**src/rtl/mult_ctrl_pkg.sv**
```systemverilog
// Shared types and default sizing for the Booth multiplier issue controller.
package mult_ctrl_pkg;

  localparam int DEF_WIDTH      = 32;
  localparam int DEF_RUN_CYCLES = 33;
  localparam int DEF_FIFO_DEPTH = 2;

  typedef enum logic [2:0] {
    S_IDLE   = 3'd0,
    S_LOAD   = 3'd1,
    S_START  = 3'd2,
    S_RUN    = 3'd3,
    S_LATCH  = 3'd4,
    S_SAMPLE = 3'd5
  } state_t;

endpackage

```
**src/rtl/op_fifo.sv**
```systemverilog
// Small operand-pair queue: count-based full/empty, head visible combinationally.
module op_fifo #(
  parameter int WIDTH = 64,
  parameter int DEPTH = 2
) (
  input  logic             clk,
  input  logic             rst,
  input  logic             push,
  input  logic [WIDTH-1:0] push_data,
  input  logic             pop,
  output logic [WIDTH-1:0] pop_data,
  output logic             full,
  output logic             empty
);

  localparam int PTR_W = (DEPTH > 1) ? $clog2(DEPTH) : 1;
  localparam int CNT_W = $clog2(DEPTH + 1);

  logic [WIDTH-1:0] r_mem [DEPTH];
  logic [PTR_W-1:0] r_wr_ptr;
  logic [PTR_W-1:0] r_rd_ptr;
  logic [CNT_W-1:0] r_count;
  logic             w_do_push;
  logic             w_do_pop;

  function automatic logic [PTR_W-1:0] ptr_inc(input logic [PTR_W-1:0] p);
    return (p == PTR_W'(DEPTH - 1)) ? '0 : p + PTR_W'(1);
  endfunction

  assign full      = (r_count == CNT_W'(DEPTH));
  assign empty     = (r_count == '0);
  assign w_do_push = push && !full;
  assign w_do_pop  = pop && !empty;
  assign pop_data  = r_mem[r_rd_ptr];

  always_ff @(posedge clk or posedge rst) begin
    if (rst) begin
      r_wr_ptr <= '0;
      r_rd_ptr <= '0;
      r_count  <= '0;
    end else begin
      if (w_do_push) r_wr_ptr <= ptr_inc(r_wr_ptr);
      if (w_do_pop)  r_rd_ptr <= ptr_inc(r_rd_ptr);
      case ({w_do_push, w_do_pop})
        2'b10:   r_count <= r_count + CNT_W'(1);
        2'b01:   r_count <= r_count - CNT_W'(1);
        default: r_count <= r_count;
      endcase
    end
  end

  // Storage needs no reset: the count alone decides which entries are live.
  always_ff @(posedge clk) begin
    if (w_do_push) r_mem[r_wr_ptr] <= push_data;
  end

endmodule

```
**src/rtl/booth_issue_ctrl.sv**
```systemverilog
// Issue controller for an iterative Booth multiplier: queues operand pairs,
// sequences load/start/run/latch on the core and hands back one product at a time.
module booth_issue_ctrl
  import mult_ctrl_pkg::*;
#(
  parameter int WIDTH      = DEF_WIDTH,
  parameter int RUN_CYCLES = DEF_RUN_CYCLES,
  parameter int FIFO_DEPTH = DEF_FIFO_DEPTH
) (
  input  logic               clk,
  input  logic               reset,
  input  logic               in_valid,
  output logic               in_ready,
  input  logic [WIDTH-1:0]   in_a,
  input  logic [WIDTH-1:0]   in_b,
  output logic               out_valid,
  input  logic               out_ready,
  output logic [2*WIDTH-1:0] out_prod,
  output logic [WIDTH-1:0]   mul_a,
  output logic [WIDTH-1:0]   mul_b,
  output logic               mul_en,
  output logic               mul_start,
  input  logic [2*WIDTH-1:0] mul_result,
  output logic               busy
);

  localparam int                CNT_W    = $clog2(RUN_CYCLES + 1);
  localparam logic [CNT_W-1:0]  CNT_LAST = CNT_W'(RUN_CYCLES - 1);

  state_t               r_state;
  state_t               w_state_next;
  logic [CNT_W-1:0]     r_count;
  logic [WIDTH-1:0]     r_mul_a;
  logic [WIDTH-1:0]     r_mul_b;
  logic                 r_mul_en;
  logic                 r_mul_start;
  logic                 r_out_valid;
  logic [2*WIDTH-1:0]   r_out_prod;

  logic                 w_push;
  logic                 w_pop;
  logic                 w_full;
  logic                 w_empty;
  logic [2*WIDTH-1:0]   w_head;
  logic                 w_out_free;

  op_fifo #(
    .WIDTH (2*WIDTH),
    .DEPTH (FIFO_DEPTH)
  ) u_op_fifo (
    .clk       (clk),
    .rst       (reset),
    .push      (w_push),
    .push_data ({in_a, in_b}),
    .pop       (w_pop),
    .pop_data  (w_head),
    .full      (w_full),
    .empty     (w_empty)
  );

  assign in_ready = !w_full;
  assign w_push   = in_valid && !w_full;

  // The output slot counts as free when the pending result is being taken on
  // this same edge, so back-to-back products issue every RUN_CYCLES+5 cycles.
  assign w_out_free = !r_out_valid || out_ready;

  always_comb begin
    w_state_next = r_state;
    w_pop        = 1'b0;
    case (r_state)
      S_IDLE: begin
        if (!w_empty && w_out_free) begin
          w_state_next = S_LOAD;
          w_pop        = 1'b1;
        end
      end
      S_LOAD:   w_state_next = S_START;
      S_START:  w_state_next = S_RUN;
      S_RUN:    if (r_count == CNT_LAST) w_state_next = S_LATCH;
      S_LATCH:  w_state_next = S_SAMPLE;
      S_SAMPLE: w_state_next = S_IDLE;
      default:  w_state_next = S_IDLE;
    endcase
  end

  always_ff @(posedge clk or posedge reset) begin
    if (reset) begin
      r_state     <= S_IDLE;
      r_count     <= '0;
      r_mul_a     <= '0;
      r_mul_b     <= '0;
      r_mul_en    <= 1'b0;
      r_mul_start <= 1'b0;
      r_out_valid <= 1'b0;
      r_out_prod  <= '0;
    end else begin
      r_state <= w_state_next;
      // Core strobes are decoded from the next state so they line up with it.
      r_mul_en    <= (w_state_next == S_LOAD) || (w_state_next == S_LATCH);
      r_mul_start <= (w_state_next == S_START);
      if (r_state == S_RUN) r_count <= r_count + CNT_W'(1);
      else                  r_count <= '0;
      if (w_pop) begin
        r_mul_a <= w_head[2*WIDTH-1:WIDTH];
        r_mul_b <= w_head[WIDTH-1:0];
      end
      if (r_state == S_SAMPLE) begin
        r_out_prod  <= mul_result;
        r_out_valid <= 1'b1;
      end else if (r_out_valid && out_ready) begin
        r_out_valid <= 1'b0;
      end
    end
  end

  assign mul_a     = r_mul_a;
  assign mul_b     = r_mul_b;
  assign mul_en    = r_mul_en;
  assign mul_start = r_mul_start;
  assign out_valid = r_out_valid;
  assign out_prod  = r_out_prod;
  assign busy      = (r_state != S_IDLE);

endmodule

```
**config.mk**
```make
export PLATFORM = sky130hd
export DESIGN_NAME = booth_issue_ctrl
export DESIGN_NICKNAME = d
export VERILOG_FILES = /design/src/rtl/mult_ctrl_pkg.sv /design/src/rtl/op_fifo.sv /design/src/rtl/booth_issue_ctrl.sv
export SDC_FILE = /design/constraint.sdc
export NUM_CORES = 1
export LEC_CHECK = 0
export CORE_UTILIZATION = 49
export DETAILED_ROUTE_END_ITERATION = 10
export HOLD_SLACK_MARGIN = 0.15
export PLACE_DENSITY = 0.85
export SYNTH_ARGS = -nofsm -noshare
export SYNTH_HDL_FRONTEND = slang
export SYNTH_SLANG_ARGS = --single-unit
```
**constraint.sdc**
```tcl
create_clock -name clk -period 6.23 [get_ports clk]
set_clock_uncertainty 0.15 [all_clocks]
set_input_delay 1.246 -clock clk [delete_from_list [all_inputs] [get_ports clk]]
set_output_delay 1.246 -clock clk [all_outputs]
set_load 0.1 [all_outputs]
```
Word level (Yosys, flattened, before mapping)
Memory sizes are Yosys's and may differ from the RTL's. A register that Yosys moved wholly into a read port is not among the register bits. Cells that the tools add are included. Widths: inputs -> output; s select.

Flip-flop bits (word level): 80. Memory bits (writable): 128. Output and inout port bits: 133. Memories: 1.

Add/subtract/negate cells: 5. Equal/unequal tests: 12. Muxes and demuxes: 13. Reduce and logical (&&, ||, !) cells: 15.

Memory list: u_op_fifo.r_mem (depth 2, bits a word 64, read ports 1, clocked after Yosys merged registers in 1, write ports 1, RTL line op_fifo.sv:19) `logic [WIDTH-1:0] r_mem [DEPTH];`.

Operators with widths (number): $pmux 3 s5 (1); $eq 3x2->1 const B (3); $eq 3x3->1 const B (3); $mux 1 (8); $add 6x1->6 const B (1); $eq 3x1->1 const B (2); $eq 6x6->1 const B (1); $mux 3 (2); $mux 6 (1); $logic_and 1x1->1 (5); $eq 2x2->1 const B (2); $pmux 2 s2 (1); $reduce_bool 2->1 (2); $logic_not 1->1 (3); $logic_not 3->1 (1); $reduce_bool 3->1 (1); $add 1x1->1 const B (2); $add 2x1->2 const B (1); $eq 2x1->1 const B (1); $logic_not 2->1 (1); $logic_or 1x1->1 (2); $sub 2x1->2 const B (1).

Longest topological paths before layout
Gate-level depths: netlist of run 1.

Word-level depth: 8. Gate-level depth with buffers: 9. Gate-level depth less buffers: 6.

By module
From an unflattened synthesis of run 1, not the netlist that was laid out.

Cell total of the unflattened synthesis: 542. Area, all modules: 10332.4 um2.

By module, submodules not included: booth_issue_ctrl (times used 1, cells each 324, area each 5310.1 um2, seq. area each 3503.4 um2); op_fifo (times used 1, cells each 218, area each 5022.3 um2, seq. area each 3943.8 um2).

Worst setup path before layout of run 1
No wires, ideal clock.

Kind: register to register. Start: reg u_op_fifo.r_count[0]. End: mem u_op_fifo.r_mem[0][0] (enable). Setup time: 487 ps. Arrival time: 4178 ps. Data required time: 5593 ps. Slack: 1416 ps. Cell stages (with the launch flop): 4. Buffers on the path: 0. Period minus slack after synthesis: 4814 ps. Cell sequence: dfrtp_1 > nand2b_1 > nand2_1 > nor2_1.

Longest elaborated chain between the ends: 6.

Ends and longest elaborated chain: start, declared (RTL line op_fifo.sv:22) `logic [CNT_W-1:0] r_count;`; start signal, assigned (RTL line op_fifo.sv:45) `2'b10: r_count <= r_count + CNT_W'(1);`; start signal, assigned (RTL line op_fifo.sv:46) `2'b01: r_count <= r_count - CNT_W'(1);`; start signal, assigned (RTL line op_fifo.sv:47) `default: r_count <= r_count;`; $eq 2x2->1 * (RTL line op_fifo.sv:30) `assign full = (r_count == CNT_W'(DEPTH));`; $logic_not 1->1 *; net in_ready (RTL line booth_issue_ctrl.sv:13) `output logic in_ready,`; $logic_and 1x1->1 (RTL line booth_issue_ctrl.sv:62) `assign w_push = in_valid && !w_full;`; $logic_and 1x1->1 * (RTL line op_fifo.sv:32) `assign w_do_push = push && !full;`; $mux 1 * (RTL line op_fifo.sv:54) `if (w_do_push) r_mem[r_wr_ptr] <= push_data;`; $mux 1 (not written as such) * (RTL line op_fifo.sv:54); end, declared (RTL line op_fifo.sv:19).

Mark *: on every way through the listed nets, which the timed path passes. The rest lies on a longest branch.

Worst setup path after layout of run 1
Start: reg r_state[1]. End: out busy.

Longest elaborated chain between the ends: 1.

Ends and longest elaborated chain: start, declared (RTL line booth_issue_ctrl.sv:30) `state_t r_state;`; start signal, assigned (RTL line booth_issue_ctrl.sv:98) `r_state <= w_state_next;`; $reduce_bool 3->1 (RTL line booth_issue_ctrl.sv:123) `assign busy = (r_state != S_IDLE);`; end, declared (RTL line booth_issue_ctrl.sv:24) `output logic busy`.

Every way passes these cells.

==> impl_metrics.env, run 1 <==
export IMPL_finalSetupTns_ns=0
export IMPL_finalNonFillerCells=1110
export IMPL_fmax_ghz=0.266
export IMPL_drt_wl_total_um=21300
export IMPL_rr_endpoint="mul_a[25]"
export IMPL_critPathKind="flip-flop to output pin"
export IMPL_vias_per_cell=5.04
export IMPL_rows=52
export IMPL_reg2reg_slack_ns=3.24
export IMPL_ys_ff_latch=272
export IMPL_synth_fp_nets=674
export IMPL_holdBufCountCts=0
export IMPL_grt_pass1_wl_um=33400
export IMPL_start_util=0.504
export IMPL_h_tree_depth=1
export IMPL_reg2reg_depth=4
export IMPL_reg2reg_from="r_state[1]"
export IMPL_postCtsSetupBuffers=0
export IMPL_status="finished, final reports clean"
export IMPL_crit_end="busy"
export IMPL_worstSetupEndpointType="output pin"
export IMPL_yosysSeqAreaShare=0.725
export IMPL_seqPwrFrac=0.343
export IMPL_peakVddDrop_uv=465
export IMPL_drc=0
export IMPL_finalHoldViolCount=0
export IMPL_globalRoute_totalOverflow=0
export IMPL_grt_max_degree=65
export IMPL_period_minus_slack_ns=3.76
export IMPL_p_int_mw=4.56
export IMPL_fin_crit_sh=0.604
export IMPL_syn_area_sq_mm=0.0103
export IMPL_cap_viol_max_count=0
export IMPL_setup_ws_ns=2.47
export IMPL_firstDrtPassIters=4
export IMPL_critPathArrivalTime_ns=2.37
export IMPL_clock_power_share=0.263
export IMPL_switching_share=0.401
export IMPL_core_region_area_sq_mm=0.0204
export IMPL_cts_made_buffers=28
export IMPL_rsz0062_at_grt="no"
export IMPL_drt_iter0_markers=213
export IMPL_post_dp_hpwl_um=13600
export IMPL_grt_antenna_before_repair=1
export IMPL_p_switching_mw=3.05
export IMPL_gp_congestion=0.756
export IMPL_required_ns=4.83
export IMPL_num_io_pins=265
export IMPL_tightest_slew_ns=1.11
export IMPL_dp_cells=1057
export IMPL_worstSetupStartpoint="r_state[1]"
export IMPL_p_per_area_mw_per_mm2=533
export IMPL_ys_warn_count=0
export IMPL_synth_cells=539
export IMPL_hold_start="r_count[0]"
export IMPL_final_layout_size_suffix_gt1_frac=0.309
export IMPL_synth_cell_types=31
export IMPL_grt_pass1_vias=6053
export IMPL_die_area_sq_mm=0.0216
export IMPL_maxSlewViolCount=0
export IMPL_finalSetupViolCount=0
export IMPL_clock_sinks=272
export IMPL_ant_nets=0
export IMPL_critPathLaunchType="flip-flop"
export IMPL_clk_pin_slew_worst_paths_ns=0.06
export IMPL_cts_root_buf="clkbuf_16"
export IMPL_clk_latency_ns=0.52
export IMPL_synth_area_per_cell_sq_um=19.1
export IMPL_io_buffers=264
export IMPL_die_h_um=147
export IMPL_track_usage=0.199
export IMPL_pwr_share_comb=0.394
export IMPL_vias=5592
export IMPL_die_w_um=147
export IMPL_hold_worst_slack_ns=0.344
export IMPL_wl_per_cell_um=19.2
export IMPL_cts_tree="built"
export IMPL_max_slew_margin=0.262
export IMPL_syn_to_final_growth_pct=39.0
export IMPL_hold_path_class="flip-flop to flip-flop"
export IMPL_cts_buffer_depth=3
export IMPL_post_place_ws_ns=2.30
export IMPL_cp_max_fo=8
export IMPL_cts_resized=0
export IMPL_nNetsFinal=952
export IMPL_p_leak_nw=5.56
[flip-flops by register name, indices dropped and copies added (netlist names)]
name and cells:
r_state 3, u_op_fifo.r_mem 128, u_op_fifo.r_wr_ptr 1, out_valid 1, out_prod 64, r_count 6, mul_en 1, u_op_fifo.r_count 2
u_op_fifo.r_rd_ptr 1, mul_a 32, mul_start 1, mul_b 32
[power by group through the flow]
stage                     clock [mW]  sequential (mW)  combinational [mW]
after CTS                       2.04             2.62                3.03
after global placement             0             2.63                2.98
after global routing            2.10             2.66                3.11
final                           2.00             2.61                3.00
after detailed placement           0             2.64                3.02
after floorplan                    0             4.14               0.752
[routing by layer]
metal / GRT usage / routed length, um / vias up
met2: 0.336 / 10700 / 160
met1: 0.260 / 9050 / 2843
li1: - / - / 2560
met5: 0 / 13 / -
met4: 0.0536 / 354 / 2
met3: 0.0435 / 1230 / 27
[placed cells by master (no fill, tap or decap), types with 2 or more instances in the layout]
cell type / instances
o21ai_0: 2
nand2_1: 5
a21oi_1: 2
xnor2_1: 4
mux2_4: 38
inv_6: 2
a211oi_1: 2
inv_4: 2
bufinv_16: 9
nor2_1: 7
clkbuf_8: 5
dfrtp_1: 143
clkbuf_16: 30
mux2_2: 154
inv_1: 4
buf_4: 6
ha_1: 3
clkdlybuf4s50_1: 264
clkinvlp_4: 2
edfxtp_1: 128
nand3_1: 4
xor2_1: 4
nand2b_1: 2
clkinv_2: 2
[metrics by stage]
stage                     utilization  cell area, sq um  power (mW)
after floorplan                     -             10300        4.89
after global placement          0.645             13100        5.61
after detailed placement        0.645             13100        5.66
after CTS                       0.701             14300        7.69
after global routing            0.701             14300        7.87
final                           0.701             14300        7.61
[area by class of cell]
type | count | area (sq um)
inverters | 5 | 23.8
repair buffers | 270 | 2690
fillers | 1323 | 6080
well taps | 270 | 338
flip-flops and latches | 272 | 7450
multi-input cells | 240 | 2640
clock inverters | 17 | 325
diodes | 1 | 2.50
clock buffers | 35 | 820
[critical path: stages (launching register included)]
cell and delay, ns:
dfrtp_1 0.46, or3_4 0.40, clkdlybuf4s50_1 0.98
[worst min path at each step]
| stage | slack, ns | depth (start not counted) | end |
|---|---|---|---|
| finish | 0.34 | 1 | r_count[0] |
| global route | 0.36 | 1 | u_op_fifo.r_count[1] |
| CTS | 0.34 | 1 | u_op_fifo.r_count[1] |
| detailed placement | 0.33 | 1 | u_op_fifo.r_count[1] |
| global placement | 0.33 | 1 | u_op_fifo.r_count[1] |
| floorplan | 0.30 | 1 | r_count[0] |
[cells by family after synthesis]
family                   share of synthesized area
AO/OA/AOI/OAI                              0.00512
XOR/XNOR                                   0.00682
adder cells (fa/ha/maj)                    0.00365
buffers and inverters                       0.0201
flip-flops                                   0.725
multiplexers                                 0.224
AND/OR/NAND/NOR                             0.0151
[synthesized netlist by cell type, drive strengths merged]
master / number / share of area
a211oi: 2 / 0.0015
a21oi: 2 / 0.00097
a221oi: 1 / 0.00085
a31o: 1 / 0.00085
and3: 1 / 0.00061
and3b: 1 / 0.00097
and4: 1 / 0.00085
buf: 15 / 0.016
clkbuf: 7 / 0.0026
dfrtp: 144 / 0.35
edfxtp: 128 / 0.37
ha: 3 / 0.0037
inv: 5 / 0.0018
mux2: 192 / 0.22
nand2: 5 / 0.0018
nand2b: 2 / 0.0012
nand3: 5 / 0.0024
nand3b: 1 / 0.00073
nor2: 8 / 0.0029
nor3: 1 / 0.00049
nor3b: 1 / 0.00073
o21ai: 2 / 0.00097
or2: 1 / 0.00061
or3: 2 / 0.0017
xnor2: 4 / 0.0034
xor2: 4 / 0.0034
(Power assumes the default switching activity.)
==> run 2, diff against run 1 <==
--- a/config.mk
+++ b/config.mk
@@ -5,10 +5,10 @@
 export SDC_FILE = /design/constraint.sdc
 export NUM_CORES = 1
 export LEC_CHECK = 0
-export CORE_UTILIZATION = 49
+export CORE_UTILIZATION = 44
 export DETAILED_ROUTE_END_ITERATION = 10
 export HOLD_SLACK_MARGIN = 0.15
-export PLACE_DENSITY = 0.85
+export PLACE_DENSITY = 0.81
 export SYNTH_ARGS = -nofsm -noshare
 export SYNTH_HDL_FRONTEND = slang
 export SYNTH_SLANG_ARGS = --single-unit
==> constraint.sdc (replaced) <==
create_clock -name clk -period 3 [get_ports clk]
set_clock_uncertainty 0.15 [all_clocks]
set_input_delay 0.6 -clock clk [delete_from_list [all_inputs] [get_ports clk]]
set_output_delay 0.6 -clock clk [all_outputs]
set_load 0.1 [all_outputs]
==> run 2 against run 1 <==
Sequential cell count unchanged. Combinational power grew 110%. Sequential share of layout area is 1.6 points higher. Hold slack improved by 0.0023 ns. Critical endpoint unchanged. Largest power group unchanged.
==> impl_metrics.env, run 2 (synthesized netlist as in run 1, its figures left out) <==
export IMPL_status="finished, final reports clean"
export IMPL_cts_resized=0
export IMPL_gp_congestion=0.771
export IMPL_grt_max_degree=87
export IMPL_die_h_um=155
export IMPL_start_util=0.451
export IMPL_tightest_slew_ns=0.715
export IMPL_finalSetupTns_ns=0
export IMPL_largest_reg_flops=128
export IMPL_ant_nets=0
export IMPL_maxSlewViolCount=0
export IMPL_die_area_sq_mm=0.0240
export IMPL_worstSetupEndpointType="output pin"
export IMPL_hold_path_class="flip-flop to flip-flop"
export IMPL_die_w_um=155
export IMPL_cts_buffer_depth=3
export IMPL_period_minus_slack_ns=2.38
export IMPL_rows=55
export IMPL_regMostFlops="u_op_fifo.r_mem"
export IMPL_cp_max_fo=7
export IMPL_vias=5548
export IMPL_p_per_area_mw_per_mm2=1070
export IMPL_final_common_cell="mux2_2"
export IMPL_fin_crit_sh=0.793
export IMPL_vias_per_cell=4.80
export IMPL_clk_pin_slew_worst_paths_ns=0.06
export IMPL_seqCellArea_sq_mm=0.00745
export IMPL_track_usage=0.174
export IMPL_max_slew_margin=0.523
export IMPL_grt_pass1_vias=5938
export IMPL_fmax_ghz=0.420
export IMPL_critPathArrivalTime_ns=1.63
export IMPL_rsz0062_at_grt="no"
export IMPL_core_region_area_sq_mm=0.0228
export IMPL_hold_worst_slack_ns=0.346
export IMPL_nNetsFinal=957
export IMPL_p_leak_nw=5.62
export IMPL_reg2reg_depth=4
export IMPL_grt_pass1_wl_um=32500
export IMPL_clk_latency_ns=0.52
export IMPL_fillCellCount=1690
export IMPL_multiInputGateArea_sq_mm=0.00264
export IMPL_final_layout_size_suffix_gt1_frac=0.451
export IMPL_globalRoute_totalOverflow=0
export IMPL_hold_path_depth=1
export IMPL_cts_made_buffers=28
export IMPL_syn_to_final_growth_pct=34.9
export IMPL_num_io_pins=265
export IMPL_critPathLaunchType="flip-flop"
export IMPL_peakVddDrop_uv=847
export IMPL_post_route_util=0.609
export IMPL_finalHoldViolCount=0
export IMPL_drc=0
export IMPL_final_cell_mix="154 x mux2_2, 143 x dfrtp_1, 136 x buf_4"
export IMPL_drt_wl_total_um=21100
export IMPL_antenna_cells=0
export IMPL_h_tree_depth=1
export IMPL_grt_antenna_before_repair=0
export IMPL_critPathKind="flip-flop to output pin"
export IMPL_reg2reg_slack_ns=0.73
export IMPL_drt_iter0_markers=229
export IMPL_required_ns=2.25
export IMPL_clock_sinks=272
export IMPL_finalSetupViolCount=0
export IMPL_postCtsSetupBuffers=0
export IMPL_cap_viol_max_count=0
export IMPL_cts_tree="built"
export IMPL_holdBufCountCts=1
export IMPL_firstDrtPassIters=4
export IMPL_cts_root_buf="clkbuf_16"
export IMPL_wl_per_cell_um=18.2
export IMPL_post_dp_hpwl_um=13900
export IMPL_io_buffers=264
[run 2: final cells by class]
type / count / share of cell area
clock inverter: 6 / 0.00424
clock buffer: 46 / 0.0591
tap: 313 / 0.0283
timing repair buffer: 275 / 0.179
multi-input combinational: 240 / 0.190
sequential: 272 / 0.537
inverter: 5 / 0.00162
[run 2: worst max-delay path, stage by stage (launching register included)]
cell and delay [ns]:
dfrtp_1 0.45, or3_4 0.41, buf_4 0.24
[run 2: per-stage QoR]
stage	setup WS [ns]	power (mW)	instances	instance area [sq um]
after floorplan	0.316	10.1	539	10300
after global placement	0.465	11.6	1104	13000
after detailed placement	0.442	11.7	1104	13000
after CTS	0.595	15.0	1157	13900
after global routing	0.554	15.4	1157	13900
final	0.621	14.9	1157	13900
[run 2: final timing paths]
path                            start           end
max                        r_state[0]          busy
min                        r_count[0]    r_count[0]
max reg2reg                r_state[0]     mul_a[13]
min reg2reg                r_count[0]    r_count[0]
max in group asynchronous       reset  out_prod[51]
min in group asynchronous       reset  out_prod[39]
[run 2: power breakdown]
part	total [mW]	internal (mW)	switching [mW]
sequential	5.34	4.90	0.437
clock	3.29	1.94	1.35
combinational	6.22	1.76	4.46
total	14.9	8.61	6.25
[run 2: routing by layer]
layer,up-vias,part of all wire,GRT usage
met5,-,0,0
met4,0,0.022,0.0537
li1,2549,-,-
met2,149,0.51,0.297
met1,2815,0.42,0.224
met3,35,0.050,0.0364
==> run 3, diff against run 2 <==
--- a/config.mk
+++ b/config.mk
@@ -5,10 +5,10 @@
 export SDC_FILE = /design/constraint.sdc
 export NUM_CORES = 1
 export LEC_CHECK = 0
-export CORE_UTILIZATION = 44
+export CORE_UTILIZATION = 49
 export DETAILED_ROUTE_END_ITERATION = 10
 export HOLD_SLACK_MARGIN = 0.15
-export PLACE_DENSITY = 0.81
+export PLACE_DENSITY = 0.85
 export SYNTH_ARGS = -nofsm -noshare
 export SYNTH_HDL_FRONTEND = slang
 export SYNTH_SLANG_ARGS = --single-unit
==> constraint.sdc (replaced) <==
create_clock -name clk -period 2.2 [get_ports clk]
set_clock_uncertainty 0.15 [all_clocks]
set_input_delay 0.44 -clock clk [delete_from_list [all_inputs] [get_ports clk]]
set_output_delay 0.44 -clock clk [all_outputs]
set_load 0.1 [all_outputs]
==> run 3 against run 2 <==
Sequential power increased by 37%. Final area up 1.3%. Die area shrank 10%. Clock power is 44% higher. Power rose by 39%. Critical path depth did not move. Count of clock-buffer cells in the layout shrank 6. Wire length is 4.0% higher. Critical endpoint unchanged. Largest cell class unchanged. Highest routed layer is now met5.
==> impl_metrics.env, run 3 (synthesized netlist as in run 1, its figures left out) <==
export IMPL_slowest_stage="or3_4"
export IMPL_post_place_ws_ns=0.0260
export IMPL_cap_viol_max_count=0
export IMPL_finalSetupViolCount=0
export IMPL_cts_made_buffers=28
export IMPL_hold_path_end="u_op_fifo.r_mem[1][63]"
export IMPL_cts_buffer_depth=3
export IMPL_h_tree_depth=1
export IMPL_critPathLaunchType="flip-flop"
export IMPL_finalSetupTns_ns=0
export IMPL_p_total_mw=20.7
export IMPL_firstDrtPassIters=6
export IMPL_finalHoldViolCount=0
export IMPL_grt_antenna_before_repair=1
export IMPL_reg2reg_slack_ns=0.15
export IMPL_cts_root_buf="clkbuf_16"
export IMPL_clock_sinks=272
export IMPL_grt_pass1_vias=5966
export IMPL_hold_path_depth=1
export IMPL_drt_wl_total_um=21900
export IMPL_regMostFlops="u_op_fifo.r_mem"
export IMPL_syn_to_final_growth_pct=36.7
export IMPL_cts_tree="built"
export IMPL_globalRoute_totalOverflow=0
export IMPL_hold_path_class="input port to flip-flop"
export IMPL_num_io_pins=265
export IMPL_post_dp_hpwl_um=14800
export IMPL_setup_ws_ns=0.131
export IMPL_clk_pin_slew_worst_paths_ns=0.06
export IMPL_peakVddDrop_uv=1230
export IMPL_grt_max_degree=66
export IMPL_drc=0
export IMPL_clk_latency_ns=0.52
export IMPL_io_buffers=264
export IMPL_hold_worst_slack_ns=0.345
export IMPL_p_per_area_mw_per_mm2=1470
export IMPL_fin_crit_sh=0.940
export IMPL_start_util=0.504
export IMPL_gp_congestion=0.805
export IMPL_track_usage=0.202
export IMPL_die_area_sq_mm=0.0216
export IMPL_final_layout_size_suffix_gt1_frac=0.468
export IMPL_antenna_cells=0
export IMPL_cp_max_fo=2
export IMPL_grt_pass1_wl_um=33300
export IMPL_nNetsFinal=967
export IMPL_wl_per_cell_um=19.5
export IMPL_worstSetupStartpoint="r_state[0]"
export IMPL_max_stage_delay_ns=0.40
export IMPL_required_ns=1.61
export IMPL_reg2reg_from="r_state[0]"
export IMPL_maxSlewViolCount=0
export IMPL_p_leak_nw=5.74
export IMPL_drt_iter0_markers=160
export IMPL_vias=5658
export IMPL_tightest_slew_ns=0.429
export IMPL_rows=52
export IMPL_cts_resized=0
export IMPL_status="finished, final reports clean"
export IMPL_rsz0062_at_grt="no"
export IMPL_critPathArrivalTime_ns=1.48
export IMPL_core_region_area_sq_mm=0.0204
export IMPL_cp_cell_sequence="or3_4, buf_12"
export IMPL_worstSetupEndpointType="output pin"
export IMPL_reg2reg_depth=4
export IMPL_fmax_ghz=0.483
export IMPL_critPathKind="flip-flop to output pin"
export IMPL_largest_reg_flops=128
export IMPL_ant_nets=0
export IMPL_hold_start="in_a[31]"
export IMPL_vias_per_cell=5.03
export IMPL_final_common_cell="mux2_2"
export IMPL_max_slew_margin=0.712
export IMPL_fillCellCount=1353
export IMPL_die_h_um=147
export IMPL_rr_endpoint="mul_a[18]"
export IMPL_period_minus_slack_ns=2.07
export IMPL_final_cell_mix="154 x mux2_2, 143 x dfrtp_1, 140 x buf_4"
export IMPL_die_w_um=147
## run 3: changes by cell type in the layout (fill, tap and decap cells not counted), moves of 2 or more
cell,delta
clkbuf_8,+2
buf_4,+4
clkinv_2,+5
buf_12,+6
clkbuf_1,-9
## run 3: critical path: cells and delay by family (launching register included)
kind / cells / cell delay [ns]
flops: 1 / 0.38
buf+inv: 1 / 0.18
simple gates: 1 / 0.40
## run 3: per-layer routing
metal	up-vias	share of wire	track usage
met5	-	0.00055	0
met4	2	0.025	0.0635
met3	38	0.047	0.0388
met2	159	0.51	0.346
met1	2876	0.42	0.260
li1	2583	-	-
## run 3: worst max-delay path by stage
stage | end | slack [ns]
after floorplan | u_op_fifo.r_count[1] | -0.29
after global placement | mul_a[13] | 0.04
after detailed placement | mul_a[21] | 0.03
after CTS | busy | 0.11
after global routing | busy | 0.07
final | busy | 0.13
## run 3: area by class of cell
| class | count | area [sq um] | share of cell area |
|---|---|---|---|
| clock buffer | 40 | 838 | 0.0597 |
| clock inverter | 12 | 106 | 0.00757 |
| inverter | 5 | 22.5 | 0.00160 |
| multi-input combinational | 240 | 2660 | 0.189 |
| sequential | 272 | 7450 | 0.530 |
| tap | 270 | 338 | 0.0241 |
| timing repair buffer | 285 | 2630 | 0.187 |
## run 3: through the flow
stage,utilization,cell area (sq um),cells
2_1_floorplan,-,10300,539
3_3_place_gp,0.643,13100,1071
3_5_place_dp,0.643,13100,1071
4_1_cts,0.689,14000,1124
5_1_grt,0.689,14000,1124
6_report,0.689,14000,1124
## run 3: timing repair
item	4_1_cts	5_1_grt
hold buffers	1	0
endpoints found under the hold margin	4	0
setup buffers	0	0
## run 3: where the power goes
| part | internal, mW | leakage, nW | total [mW] | switching (mW) |
|---|---|---|---|---|
| sequential | 6.68 | 2.91 | 7.30 | 0.613 |
| clock | 2.87 | 0.472 | 4.73 | 1.85 |
| combinational | 2.50 | 2.36 | 8.63 | 6.14 |
| total | 12.1 | 5.74 | 20.7 | 8.60 |
